<file path="config.mk">
export PLATFORM = sky130hd
export DESIGN_NAME = demux_rr_scheduler
export DESIGN_NICKNAME = d
export VERILOG_FILES = /design/src/rtl/demux_rr_scheduler.sv
export SDC_FILE = /design/constraint.sdc
export NUM_CORES = 1
export LEC_CHECK = 0
export CAP_MARGIN = 40
export CELL_PAD_IN_SITES_DETAIL_PLACEMENT = 0
export CELL_PAD_IN_SITES_GLOBAL_PLACEMENT = 2
export CORE_MARGIN = 2
export CORE_UTILIZATION = 30
export CTS_CLUSTER_SIZE = 14
export DETAILED_ROUTE_END_ITERATION = 12
export PLACE_DENSITY_LB_ADDON = 0.05
export SLEW_MARGIN = 0
export SYNTH_ARGS = -nofsm -noshare
export SYNTH_HDL_FRONTEND = slang
export SYNTH_SLANG_ARGS = --single-unit
</file>
<file path="constraint.sdc">
create_clock -name clk -period 3.6 [get_ports clk]
set_input_delay 0.36 -clock clk [delete_from_list [all_inputs] [get_ports clk]]
set_output_delay 0.36 -clock clk [all_outputs]
set_load 0.005 [all_outputs]
</file>
<file path="src/rtl/demux_rr_scheduler.sv">
// Round-robin scheduler driving a 3-to-8 demux: grants one requesting channel
// for a programmable dwell, then inserts GAP_CYC idle cycles before re-arbitrating.
module demux_rr_scheduler #(
   parameter int CNT_W   = 16,
   parameter int GAP_CYC = 1
) (
   input  logic             clk,
   input  logic             reset,
   input  logic [7:0]       req,
   input  logic [CNT_W-1:0] dwell,
   output logic [2:0]       sel,
   output logic             en,
   output logic [7:0]       grant,
   output logic             busy,
   output logic             done
);

   typedef enum logic [1:0] {IDLE, GRANT, GAP} state_t;

   localparam logic [CNT_W-1:0] GapLoad = CNT_W'(GAP_CYC);
   localparam logic [CNT_W-1:0] CntOne  = CNT_W'(1);

   state_t           state_q;
   logic [2:0]       ptr_q;
   logic [2:0]       sel_q;
   logic             en_q;
   logic [7:0]       grant_q;
   logic             busy_q;
   logic [CNT_W-1:0] cnt_q;

   logic [2:0]       winner_d;
   logic             found_d;
   logic [CNT_W-1:0] dwellLoad_d;
   logic             grantEnd_d;

   // First requesting channel searching upward from the round-robin pointer.
   always_comb begin
      winner_d = ptr_q;
      found_d  = 1'b0;
      for (int k = 0; k < 8; k++) begin
         if (!found_d && req[ptr_q + 3'(k)]) begin
            winner_d = ptr_q + 3'(k);
            found_d  = 1'b1;
         end
      end
   end

   always_comb begin
      dwellLoad_d = (dwell == '0) ? CntOne : dwell;
      grantEnd_d  = !req[sel_q] || (cnt_q == CntOne);
   end

   always_ff @(posedge clk) begin
      if (reset) begin
         state_q <= IDLE;
         ptr_q   <= 3'd0;
         sel_q   <= 3'd0;
         en_q    <= 1'b0;
         grant_q <= 8'd0;
         busy_q  <= 1'b0;
         cnt_q   <= '0;
      end else begin
         case (state_q)
            IDLE: begin
               if (found_d) begin
                  state_q <= GRANT;
                  sel_q   <= winner_d;
                  en_q    <= 1'b1;
                  grant_q <= 8'd1 << winner_d;
                  busy_q  <= 1'b1;
                  cnt_q   <= dwellLoad_d;
               end
            end
            GRANT: begin
               // Completion and abort leave identically; only done tells them apart.
               if (grantEnd_d) begin
                  ptr_q   <= sel_q + 3'd1;
                  en_q    <= 1'b0;
                  grant_q <= 8'd0;
                  if (GAP_CYC > 0) begin
                     state_q <= GAP;
                     busy_q  <= 1'b1;
                     cnt_q   <= GapLoad;
                  end else begin
                     state_q <= IDLE;
                     busy_q  <= 1'b0;
                     cnt_q   <= '0;
                  end
               end else begin
                  cnt_q <= cnt_q - CntOne;
               end
            end
            GAP: begin
               if (cnt_q <= CntOne) begin
                  state_q <= IDLE;
                  busy_q  <= 1'b0;
                  cnt_q   <= '0;
               end else begin
                  cnt_q <= cnt_q - CntOne;
               end
            end
            default: begin
               state_q <= IDLE;
               en_q    <= 1'b0;
               grant_q <= 8'd0;
               busy_q  <= 1'b0;
               cnt_q   <= '0;
            end
         endcase
      end
   end

   // done must reflect req[sel] in the final grant cycle itself, so it is a
   // decode of registered state qualified by the live request bit.
   assign done  = en_q && (cnt_q == CntOne) && req[sel_q];
   assign sel   = sel_q;
   assign en    = en_q;
   assign grant = grant_q;
   assign busy  = busy_q;

endmodule

</file>
==> results.sh <==
export IMPL_setup_tns_final_ns=0
export IMPL_overflow=0
export IMPL_fin_crit_ns=3.46
export IMPL_worst_pin_slew_ns=0.648
export IMPL_io_buffers=39
export IMPL_core_area_mm2=0.00911
export IMPL_ys_seq_area_frac=0.244
export IMPL_final_area_mm2=0.00346
export IMPL_worstSetupEndpointType="register"
export IMPL_ys_ff_latch=34
export IMPL_remaining_drc_errors=0
export IMPL_avgSynthCellArea_um2=8.32
export IMPL_die_w_um=100
export IMPL_final_cell_mix="clkdlybuf4s50_1, dfxtp_1, nor2_1, nand2_1, o21ai_0"
export IMPL_hold_buffers=0
export IMPL_place_area_mm2=0.00335
export IMPL_p_per_area_mw_per_mm2=877
export IMPL_path_cells="inv_1, ha_2, mux2_2, mux4_2, o32ai_4, a211oi_1, o211a_1, or4_4, o31ai_1"
export IMPL_antenna_cells=0
export IMPL_start_kind="register"
export IMPL_die_h_um=100
export IMPL_cp_required_ns=3.80
export IMPL_layout_commonest_cell="clkdlybuf4s50_1"
export IMPL_path_clk_slew_ns=0.07
export IMPL_grt_pass1_wl_um=14100
export IMPL_num_io_pins=40
export IMPL_netlist_area_mm2=0.00279
export IMPL_cp_top_family="compound AO/OA/AOI/OAI gates"
export IMPL_cts_path_max_buffers=2
export IMPL_drtIter0Drc=136
export IMPL_status="finished, final reports clean"
export IMPL_fmax_mhz=289
export IMPL_gp_congestion=0.784
export IMPL_initial_utilization=0.306
export IMPL_crit_buf_inv=1
export IMPL_worstPathArrival_ns=3.66
export IMPL_drv_cap=0
export IMPL_cpPeakStageDelay_ns=0.59
export IMPL_fin_cells=490
export IMPL_rows=35
export IMPL_post_cts_resized=0
export IMPL_maxSlewViolCount=0
export IMPL_dieArea_mm2=0.0101
export IMPL_vdd_drop_max_uv=228
export IMPL_ys_flop_type="dfxtp_1"
export IMPL_cts_sinks=34
export IMPL_synthArstFlopShare=0
export IMPL_worstPathMaxFanout=9
export IMPL_drt_pass1_iter_count=4
export IMPL_hold_viol_final=0
export IMPL_nets=409
export IMPL_grt_use_total=0.175
export IMPL_yosysWarnings=0
export IMPL_tritoncts="done"
export IMPL_drtAntennaViolNets=0
export IMPL_hold_ws_ns=0.457
export IMPL_insertion_delay_ns=0.29
export IMPL_wl_per_cell_um=17.3
export IMPL_grt_max_degree=26
export IMPL_wirelength_um=8460
export IMPL_setup_viol=0
export IMPL_dp_cells=482
export IMPL_cts_htree_levels=2
export IMPL_grt_pass1_vias=2588
export IMPL_clock_root_buffer="clkbuf_8"
export IMPL_synth_edf_count=0
export IMPL_leakage_nw=1.29
export IMPL_post_cts_buffers=0
export IMPL_finClkSkew_ns=0.0128
export IMPL_layout_drive_gt1_share=0.140
export IMPL_slew_headroom=0.567
export IMPL_crit_slowest_cell="mux4_2"
export IMPL_avgViaCountPerCell=5.62
export IMPL_hpwl_um=6510
export IMPL_hold_class="register to register"
export IMPL_crit_type="register to register"
export IMPL_antenna_found_initial=0
export IMPL_syn_nets=366
export IMPL_syn_inst=335
export IMPL_period_share=0.961
export IMPL_ys_types=60
export IMPL_route_vias_total=2755
export IMPL_cts_buffers=5
export IMPL_rsz0062_at_grt="no"
export IMPL_area_growth_pct=24.0
-- state kept, by name, indices dropped and copies added, names as in the netlist --
register	cells
en	1
state_q	2
busy	1
sel	3
grant	8
cnt_q	16
ptr_q	3
-- final timing paths --
path	startpoint	endpoint	slack [ns]	depth (start not counted)
hold reg to reg	grant[5]	grant[5]	0.46	2
setup / recovery	ptr_q[1]	grant[0]	0.14	9
setup reg to reg	ptr_q[1]	grant[0]	0.14	9
hold / removal	grant[5]	grant[5]	0.46	2
-- layer usage --
layer  GRT usage  wire, um  up-vias
met5           0         0        -
met4      0.0316        64        0
met3      0.0251       224        8
met2       0.245      3400       48
met1       0.284      4770     1324
li1            -         -     1375
-- metrics by stage --
| stage | setup slack (ns) | util | total power, mW |
|---|---|---|---|
| after global placement | 0.177 | 0.368 | 2.74 |
| after floorplan | 0.129 | - | 2.10 |
| after global routing | 0.0454 | 0.379 | 3.32 |
| after CTS | 0.0752 | 0.378 | 3.04 |
| final | 0.141 | 0.379 | 3.03 |
| after detailed placement | 0.0906 | 0.368 | 2.72 |
-- worst register-to-register path, cell delays in order (launching register included) --
cell and delay, ns:
dfxtp_1 0.33, inv_1 0.06, ha_2 0.46, mux2_2 0.39
mux4_2 0.59, o32ai_4 0.42, a211oi_1 0.17, o211a_1 0.27
or4_4 0.49, o31ai_1 0.20
-- power by group --
| group | leakage (nW) | internal, mW | switching (mW) | total [mW] |
|---|---|---|---|---|
| logic | 0.962 | 0.907 | 1.17 | 2.08 |
| clock network | 0.0472 | 0.154 | 0.147 | 0.301 |
| registers | 0.280 | 0.510 | 0.140 | 0.650 |
| total | 1.29 | 1.57 | 1.46 | 3.03 |
-- cell usage after synthesis, types with 3 or more instances --
cell,count,area share
o31ai_1,6,0.016
o41ai_1,3,0.0094
dfxtp_1,34,0.24
o211a_1,3,0.011
buf_1,3,0.0040
mux4_2,10,0.081
a21oi_1,16,0.029
nand4_1,3,0.0067
and3_1,5,0.011
or2_2,4,0.0090
nand3_1,6,0.011
xnor2_1,3,0.0094
ha_1,5,0.022
mux2_2,5,0.020
a32o_1,6,0.022
inv_1,9,0.012
a22oi_1,8,0.022
mux2i_1,6,0.022
a21boi_0,3,0.0081
nand2b_1,10,0.022
o22ai_1,3,0.0067
a211oi_1,6,0.016
or3_1,3,0.0067
nand2_1,33,0.044
nor3b_1,4,0.011
nor4_1,9,0.020
nor3_1,13,0.023
o21ai_0,27,0.048
a221oi_1,3,0.0094
and2_1,3,0.0067
mux4_1,4,0.038
nor2_1,33,0.044
clkbuf_1,12,0.016
-- layout make-up --
cell class / count / area (um2)
repair buffers: 54 / 503
inverters: 9 / 33.8
flip-flops and latches: 34 / 681
clock buffers: 6 / 82.6
clock inverters: 2 / 12.5
fillers: 964 / 5650
well taps: 111 / 139
multi-input cells: 274 / 2000
-- cell families (layout without fill, tap and decap cells) --
family | after synthesis | count (layout) | share of synthesized area
AOI/OAI and AO/OA | 99 | 99 | 0.250
xor gates and xnor gates | 5 | 5 | 0.0157
adders and majority gates | 5 | 5 | 0.0224
buffers and inverters | 27 | 71 | 0.0399
DFF | 34 | 34 | 0.244
muxes | 27 | 27 | 0.171
and+or+nand+nor | 138 | 138 | 0.257
Note: power is estimated with default switching activity, not from simulation.
